`config.mk`:
```
export PLATFORM = sky130hd
export DESIGN_NAME = cv32e40px_illegal_insn_fifo
export DESIGN_NICKNAME = d
export VERILOG_FILES = /design/src/rtl/cv32e40px_illegal_insn_fifo.sv
export SDC_FILE = /design/constraint.sdc
export NUM_CORES = 1
export LEC_CHECK = 0
export CAP_MARGIN = 20
export CORE_MARGIN = 5
export CORE_UTILIZATION = 55
export DETAILED_ROUTE_END_ITERATION = 8
export PLACE_DENSITY_LB_ADDON = 0.08
export SLEW_MARGIN = 20
export SYNTH_ARGS = -nofsm -noshare
export SYNTH_HDL_FRONTEND = slang
export SYNTH_SLANG_ARGS = --single-unit
```
`constraint.sdc`:
```
create_clock -name clk_i -period 5 [get_ports clk_i]
set_input_delay 0.75 -clock clk_i [delete_from_list [all_inputs] [get_ports clk_i]]
set_output_delay 0.75 -clock clk_i [all_outputs]
set_load 0.02 [all_outputs]
```
`src/rtl/cv32e40px_illegal_insn_fifo.sv`:
```
// Capture buffer for illegal-instruction events seen at decode.
// Each new event (de-duplicated against a stalled ID stage) is tagged with a
// wrapping sequence number and queued. A valid/ready port drains the queue.
// Detection never back-pressures the core: a full queue drops the event and
// records the drop instead.
module cv32e40px_illegal_insn_fifo #(
  parameter int DEPTH     = 4,
  parameter int SEQ_WIDTH = 8,
  parameter int CNT_WIDTH = 16
) (
  input  logic                       clk_i,
  input  logic                       rst_i,
  input  logic                       is_decoding_i,
  input  logic                       illegal_insn_dec_i,
  input  logic [31:0]                hart_id_i,
  input  logic [31:0]                pc_id_i,
  input  logic                       clear_i,
  output logic                       evt_valid_o,
  input  logic                       evt_ready_i,
  output logic [31:0]                evt_pc_o,
  output logic [3:0]                 evt_hart_o,
  output logic [SEQ_WIDTH-1:0]       evt_seq_o,
  output logic [$clog2(DEPTH):0]     level_o,
  output logic [CNT_WIDTH-1:0]       total_cnt_o,
  output logic [CNT_WIDTH-1:0]       drop_cnt_o,
  output logic                       overflow_o
);

  localparam int AW = $clog2(DEPTH);
  localparam int PW = AW + 1;

  typedef struct packed {
    logic [31:0]          pc;
    logic [3:0]           hart;
    logic [SEQ_WIDTH-1:0] seq;
  } entry_t;

  entry_t               mem_q [DEPTH];
  entry_t               mem_d [DEPTH];
  logic [PW-1:0]        wptr_q, wptr_d;
  logic [PW-1:0]        rptr_q, rptr_d;
  logic [SEQ_WIDTH-1:0] seq_q, seq_d;
  logic [CNT_WIDTH-1:0] total_q, total_d;
  logic [CNT_WIDTH-1:0] drop_q, drop_d;
  logic                 ovf_q, ovf_d;
  logic                 hit_q, hit_d;
  logic [31:0]          pc_q, pc_d;

  logic hit, det, empty, full, pop, push, drop;

  // Only the low hart ID bits are recorded.
  logic unused_hart_bits;
  assign unused_hart_bits = ^hart_id_i[31:4];

  // Pointers carry one extra wrap bit: equal => empty, only the wrap bit
  // differing => full.
  always_comb begin
    hit   = is_decoding_i & illegal_insn_dec_i;
    // A stalled illegal instruction keeps hit high with the same PC; only
    // its first cycle counts as an event.
    det   = hit & ~(hit_q & (pc_q == pc_id_i)) & ~clear_i;
    empty = (wptr_q == rptr_q);
    full  = (wptr_q[AW] != rptr_q[AW]) && (wptr_q[AW-1:0] == rptr_q[AW-1:0]);
    pop   = ~empty & evt_ready_i & ~clear_i;
    push  = det & (~full | pop);
    drop  = det & full & ~pop;
  end

  // Next-state for queue storage, pointers, counters and de-dup history.
  always_comb begin
    mem_d   = mem_q;
    wptr_d  = wptr_q;
    rptr_d  = rptr_q;
    seq_d   = seq_q;
    total_d = total_q;
    drop_d  = drop_q;
    ovf_d   = ovf_q;
    hit_d   = hit;
    pc_d    = pc_id_i;

    if (clear_i) begin
      // Storage contents are left alone; with both pointers at zero they
      // are unreachable until overwritten.
      wptr_d  = '0;
      rptr_d  = '0;
      seq_d   = '0;
      total_d = '0;
      drop_d  = '0;
      ovf_d   = 1'b0;
      hit_d   = 1'b0;
      pc_d    = '0;
    end else begin
      if (pop) rptr_d = rptr_q + PW'(1);
      if (push) begin
        mem_d[wptr_q[AW-1:0]] = '{pc: pc_id_i, hart: hart_id_i[3:0], seq: seq_q};
        wptr_d = wptr_q + PW'(1);
      end
      if (det) begin
        // Dropped events still consume a sequence number so gaps are visible.
        seq_d = seq_q + SEQ_WIDTH'(1);
        if (total_q != '1) total_d = total_q + CNT_WIDTH'(1);
      end
      if (drop) begin
        if (drop_q != '1) drop_d = drop_q + CNT_WIDTH'(1);
        ovf_d = 1'b1;
      end
    end
  end

  // State registers; reset also zeroes storage so head outputs read 0.
  always_ff @(posedge clk_i) begin
    if (rst_i) begin
      for (int i = 0; i < DEPTH; i++) mem_q[i] <= '0;
      wptr_q  <= '0;
      rptr_q  <= '0;
      seq_q   <= '0;
      total_q <= '0;
      drop_q  <= '0;
      ovf_q   <= 1'b0;
      hit_q   <= 1'b0;
      pc_q    <= '0;
    end else begin
      for (int i = 0; i < DEPTH; i++) mem_q[i] <= mem_d[i];
      wptr_q  <= wptr_d;
      rptr_q  <= rptr_d;
      seq_q   <= seq_d;
      total_q <= total_d;
      drop_q  <= drop_d;
      ovf_q   <= ovf_d;
      hit_q   <= hit_d;
      pc_q    <= pc_d;
    end
  end

  // Outputs come straight from registers: no input-to-output path.
  always_comb begin
    evt_valid_o = ~empty;
    evt_pc_o    = mem_q[rptr_q[AW-1:0]].pc;
    evt_hart_o  = mem_q[rptr_q[AW-1:0]].hart;
    evt_seq_o   = mem_q[rptr_q[AW-1:0]].seq;
    level_o     = wptr_q - rptr_q;
    total_cnt_o = total_q;
    drop_cnt_o  = drop_q;
    overflow_o  = ovf_q;
  end

endmodule
```
# Word level (Yosys, flattened, before mapping)
# Index checks and enable logic that the tools add are counted.
[totals]
reg_bits = 256
wordCells = 64
input_bits = 70
out_inout_bits = 81
[classes]
reduce_logical = 6
n_bitwise = 17
n_addsub = 6
muxes = 6
n_eq_ne = 6
magnitude_cmp = 3
[op_table]
columns = ["operator", "n"]
rows = [
  ["176-bit bitwise mux", 1],
  ["44-bit two-way mux", 3],
  ["44-bit binary-select mux with 2-bit select", 1],
  ["44-bit demux with 2-bit select", 1],
  ["16-bit by 1-bit adder with 16-bit output (second input constant)", 2],
  ["32-bit == test", 1],
  ["16-bit inequality test (second input constant)", 2],
  ["1-bit AND", 9],
  ["8-bit by 1-bit adder with 8-bit output (second input constant)", 1],
  ["3-bit by 1-bit adder with 3-bit output (second input constant)", 2],
  ["3-bit greater-or-equal comparator (second input constant)", 2],
  ["2-bit NOT with 3-bit output", 2],
  ["2-bit AND reduction", 3],
  ["1-bit NOT", 5],
  ["3-bit == test", 1],
  ["3-bit by 1-bit less-than comparator with 1-bit output (second input constant)", 1],
  ["3-bit subtractor", 1],
  ["2-bit == test", 1],
  ["1-bit logical AND", 2],
  ["2-bit OR reduction", 1],
  ["1-bit inequality test", 1],
  ["1-bit OR", 1],
]

# Depth between registers and ports, before layout
[logic_depth]
depth_word = 8
ltp_mapped = 12
mapped_depth_nobuf = 8

# Worst setup path before layout
# OpenSTA, ideal clock, no wires.
[synth_timing]
path_type = "register to register"
from = "register rptr_q[1]"
to = "register drop_q[5] (netlist: drop_cnt_o[5])"
setup_ns = 0.125
path_slack_ns = 2.045
arrival_ns = 2.830
required_time_ns = 4.875
stages_incl_launch_ff = 11
n_path_buf = 2
synth_period_minus_slack_ns = 2.955
path_cell_list = "dfxtp_1 -> clkbuf_1 -> clkbuf_1 -> inv_1 -> ha_1 -> nand2_1 -> a211o_1 -> o21bai_4 -> or4_1 -> o211ai_1 -> o31ai_1"
[synth_between]
elab_chain_len = 7
elab_cells_between_ends = 10
classes_between = "eq/ne (2); bitwise (6); reduce/logical (2)"
[synth_rtl]
columns = ["element", "line", "rtl"]
rows = [
  ["start: declaration", "41", "logic [PW-1:0] rptr_q, rptr_d;"],
  ["start signal: assignment", "125", "rptr_q <= rptr_d;"],
  ["3-bit == test", "62", "empty = (wptr_q == rptr_q);"],
  ["1-bit NOT", "64", "pop = ~empty & evt_ready_i & ~clear_i;"],
  ["1-bit AND (2 in series)", "64", ""],
  ["1-bit NOT", "66", "drop = det & full & ~pop;"],
  ["1-bit AND (*)", "66", ""],
  ["2-bit AND reduction (no line) (*)", "--", ""],
  ["end signal: assignment", "128", "drop_q <= drop_d;"],
  ["end: declaration", "44", "logic [CNT_WIDTH-1:0] drop_q, drop_d;"],
]
# Every way passes the cells marked *; elsewhere a longest branch is shown, timed or not.
# A chain may end at the register's enable or synchronous reset.

# Final worst setup path
[layout_timing]
from = "register rptr_q[0]"
to = "output evt_seq_o[7]"
[layout_between]
elab_chain_len = 4
[layout_rtl]
columns = ["element", "line", "rtl"]
rows = [
  ["2-bit NOT with 3-bit output (not written as such)", "140", "evt_seq_o = mem_q[rptr_q[AW-1:0]].seq;"],
  ["44-bit binary-select mux with 2-bit select", "140", ""],
  ["44-bit two-way mux (not written as such) (2 in series)", "140", ""],
  ["end: declaration", "22", "output logic [SEQ_WIDTH-1:0] evt_seq_o,"],
]
# No other way between the ends. The select of a mux whose other input is x is not followed.

==> out/metrics.sh <==
ANTENNA-DIODE-COUNT=0
REGTOREGSETUPSLACK_NS=1.73
ROUTE.DETAILED.VIAS_PER_INST=6.105
HOLD_SLACK_NS=0.4715
CRITICAL_PATH.SLOWEST_CELL='sky130_fd_sc_hd__dfxtp_2'
FINALPOWER_mW=4.307
FIN_CRIT_SH=0.7555
ANTENNA_FOUND_INITIAL=0
PLACE_INST=1575
PLACE_HPWL_UM=17920
FIRST_GLOBAL_VIAS=9414
BUFFER_PORTS.INSERTED=122
CTS_INSERTED_BUFFERS=27
GRT_FIRST_PASS_WIRELENGTH_UM=50940
SYNTHDOMINANTAREACELLTYPE='sky130_fd_sc_hd__dfxtp_1'
CTS_TREE='built'
CTS-ROOT-TO-SINK-BUFFERS=3
POWER_FRAC_SEQ=0.481
IO-PIN-COUNT=151
AREA_OF_ALL_SEQUENTIAL_STANDARD_CELLS_MM2=0.005130
DIE_H_UM=156.9
P_LEAK_nW=4.745
TIMING.CRITICAL_PATH.MAX_DELAY_FAMILY='buffers and inverters'
COMB_POWER_SHARE=0.059
CRITICAL_PATH_LAUNCH_POINT_TYPE='flip-flop'
SUM_OF_NEGATIVE_SETUP_SLACK_NS=0
GRT.TOTAL_USAGE=0.2493
STDCELL_COUNT=1623
TIMING.CLOCK.SKEW_NS=0.01120
HOLD_DEPTH=2
YOSYS.CELL_TYPES.COUNT=49
PLACEMENTROWS=53
REGTOREGSTARTPOINT='rptr_q[0]'
DRTANTENNAVIOLNETS=0
POWER.NET_SWITCHING_mW=0.9505
YS_FF_LATCH=256
DIE_WIDTH_UM=156.9
WORSTSKEWPAIRLATENCY_NS=0.52
HIGHEST_ROUTED_METAL_LAYER='met4'
WEIGHTED_CONGESTION_REPORTED_AT_THE_END_OF_ROUTABILITY_DRIVEN_PLACEMENT=0.8198
CRITICAL_PATH_CELL_BY_CELL='buf_4 -> mux4_2 -> clkdlybuf4s50_1'
DRIVE_GT1_FRAC=0.09199
TIMING.FINAL.CRIT_PERIOD_NS=3.778
ENDPOINT_KIND='primary output'
WL_MET3_UM=1985
SYNTH_NETS=1368
PATH_CLK_SLEW_NS=0.06
POWER-PER-CELL-AREA_mW_PER_MM2=309.3
BIGGEST_AREA_CONTRIBUTORS_IN_THE_SYNTHESIZED_NETLIST='sky130_fd_sc_hd__dfxtp_1 43%, sky130_fd_sc_hd__mux4_2 8.4%, sky130_fd_sc_hd__a21oi_1 6.8%, sky130_fd_sc_hd__nand3_1 6.6%, sky130_fd_sc_hd__o21ai_0 5.8%'
CTS_ROOT_BUF='sky130_fd_sc_hd__clkbuf_16'
YS_SEQ_AREA_FRAC=0.4319
AVERAGE_INSTANCE_AREA_AFTER_SYNTHESIS_UM2=9.219
CLOCK.FMAX_MHz=264.7
FILLERINSTANCES=1745
DETAILROUTE.VIA_COUNT=9908
POST_CTS_RESIZE_COUNT=0
SETUP_VIOL=0
FIRST_ITER_VIOLATIONS=763
WORST_PATH_ARRIVAL_NS=3.03
WORST_EP_REQUIRED_TIME_NS=4.25
DRCVIOLATIONCOUNT=0
WORST_HOLD_PATH.ENDPOINT='mem_q[17]'
NETLIST.AREA_LEADER.SHARE=0.4319
WORST_SLEW_PIN_SLEW_NS=1.134
WIRELENGTH_MET1_UM=13880
WORST-PATH-BUF-INV=2
NETLIST_AREA_MM2=0.01187
CP_MAX_FO=24
GRT_MAX_DEGREE=92
DETAILROUTE.WIRELENGTH.MET2_UM=14880
ROUTED_WIRELENGTH_UM=31210
HOLD_VIOLATIONS=0
HOLD_CLASS='reg2reg'
SYN_TO_FINAL_GROWTH_PCT=17.35
FP.DIEAREA_MM2=0.02461
HTREEDEPTH=1
FINAL_MAX_SLEW_VIOL_COUNT=0
IR_DROP_mV=0.1892
POST_DRT_WL_PER_CELL_UM=19.23
DETAIL_ROUTE.FIRST_PASS.ITERATIONS=5
GRT_OVF=0
TIMING.CRITICAL_PATH.SLOWEST_CELL_DELAY_NS=0.81
START_UTIL=0.5609
POWER_REPORT.INTERNAL_TOTAL_mW=3.356
CORE_AREA_MM2=0.02115
DRV_CAP=0
CTS_HOLD_REPAIR.BUFFERS=0
MAX-SLEW-MARGIN-REL=0.2441
MULTI_INPUT_COMB_AREA_MM2=0.006176
CLOCK_SINK_COUNT=256
POWER_FRAC_CLOCK=0.459
REGTOREGENDPOINT='mem_q[5]'
STATUS='finished clean'
GRT_SETUP_UNREPAIRED='no'
WORST_HOLD_LAUNCH='mem_q[17]'
POST_CTS.REPAIR.SETUP_BUFFERS=0
TIMING_WORST_SETUP_PATH_TYPE='reg2out'
SYNTH-WARNING-COUNT=0
FIN_NETS=1410
REG2REG_DEPTH=6
SYN_INST=1287
P_SW_FRAC=0.2207
[metal layers]
metal,track usage,vias to the layer above
li1,-,4752
met1,0.3644,4778
met2,0.4007,340
met3,0.03153,38
met4,0.04917,0
met5,0,-
[flip-flops by register name, summed over array words and instances (netlist names)]
register,cells
drop_cnt_o,16
hit_q,1
mem_q,176
overflow_o,1
pc_q,32
rptr_q,3
seq_q,8
total_cnt_o,16
wptr_q,3
[layout by cell type (no fill, tap or decap), types with 10 or more instances in the layout]
cell type / count
sky130_fd_sc_hd__and2_1: 35
sky130_fd_sc_hd__nor2_1: 13
sky130_fd_sc_hd__dfxtp_1: 254
sky130_fd_sc_hd__o21ai_0: 138
sky130_fd_sc_hd__clkbuf_16: 27
sky130_fd_sc_hd__xnor2_1: 32
sky130_fd_sc_hd__or4_1: 15
sky130_fd_sc_hd__nand4_1: 29
sky130_fd_sc_hd__mux2i_1: 48
sky130_fd_sc_hd__o21ai_1: 10
sky130_fd_sc_hd__ha_1: 10
sky130_fd_sc_hd__clkdlybuf4s50_1: 121
sky130_fd_sc_hd__mux4_2: 44
sky130_fd_sc_hd__clkbuf_8: 10
sky130_fd_sc_hd__nand2_1: 24
sky130_fd_sc_hd__or3_1: 22
sky130_fd_sc_hd__buf_4: 12
sky130_fd_sc_hd__nand2b_1: 88
sky130_fd_sc_hd__a21oi_1: 161
sky130_fd_sc_hd__o31ai_1: 15
sky130_fd_sc_hd__nand3_1: 156
[power by group through the flow]
stage | registers (mW) | clock network, mW | logic [mW]
2_1_floorplan | 2.11 | 0 | 0.145
3_3_place_gp | 2.12 | 0 | 0.251
3_5_place_dp | 2.12 | 0 | 0.253
4_1_cts | 2.07 | 2.01 | 0.255
5_1_grt | 2.07 | 2.09 | 0.276
6_report | 2.07 | 1.98 | 0.255
[through the flow]
step / utilization / setup WS, ns / instance area, µm²
6_report: 0.6582 / 1.223 / 13920
5_1_grt: 0.6582 / 1.123 / 13920
4_1_cts: 0.6582 / 1.204 / 13920
3_5_place_dp: 0.6163 / 1.180 / 13040
3_3_place_gp: 0.6163 / 1.176 / 13040
2_1_floorplan: - / 2.045 / 11870
[cell type report]
class | count | share of cell area
timing repair buffer | 136 | 0.09714
multi-input combinational | 899 | 0.4436
sequential | 256 | 0.3684
inverter | 9 | 0.002426
clock buffer | 42 | 0.05976
tap | 275 | 0.02471
clock inverter | 6 | 0.003954
[cell usage after synthesis (all sizes together)]
master  instances
or4            16
nor3            5
and4            5
a211oi          1
and3           10
nand2b         88
and2b           1
nand4          29
ha             10
a311oi          1
o31ai          15
o21ai         148
buf            34
mux4           44
a31oi           1
or2             1
dfxtp         256
nor4            5
nand3         157
mux2i          48
o211a           1
nor3b           2
clkbuf         89
a21oi         161
or3            22
and2           35
xor2            7
o211ai          4
xnor2          32
a211o           1
o21bai          1
o221a           1
o311ai          2
nand4b          1
inv             9
fa              1
nand2          24
nor2           14
o41ai           2
a31o            3
[logic make-up after synthesis]
kind of cell	after synthesis	synth area share
and+or+nand+nor	415	0.1999
AOI/OAI and AO/OA	342	0.1540
DFF	256	0.4319
buffers and inverters	132	0.04914
muxes	92	0.1240
xor gates and xnor gates	39	0.02879
adders and majority gates	11	0.01223
[tightest hold or removal path: stages, from the launching register on]
cell and delay (ns):
sky130_fd_sc_hd__dfxtp_1 0.31, sky130_fd_sc_hd__nand2b_1 0.06, sky130_fd_sc_hd__mux2i_1 0.06
[how the worst max path moves through the flow]
stage / startpoint / end / slack, ns / cells past startpoint
2_1_floorplan: rptr_q[1] / drop_cnt_o[5] / 2.05 / 10
3_3_place_gp: pc_id_i[3] / mem_q[117] / 1.18 / 9
3_5_place_dp: pc_id_i[6] / mem_q[145] / 1.18 / 8
4_1_cts: rptr_q[0] / evt_seq_o[7] / 1.20 / 3
5_1_grt: rptr_q[1] / evt_seq_o[1] / 1.12 / 3
6_report: rptr_q[0] / evt_seq_o[7] / 1.22 / 3
Note: power is estimated with default switching activity, not from simulation.
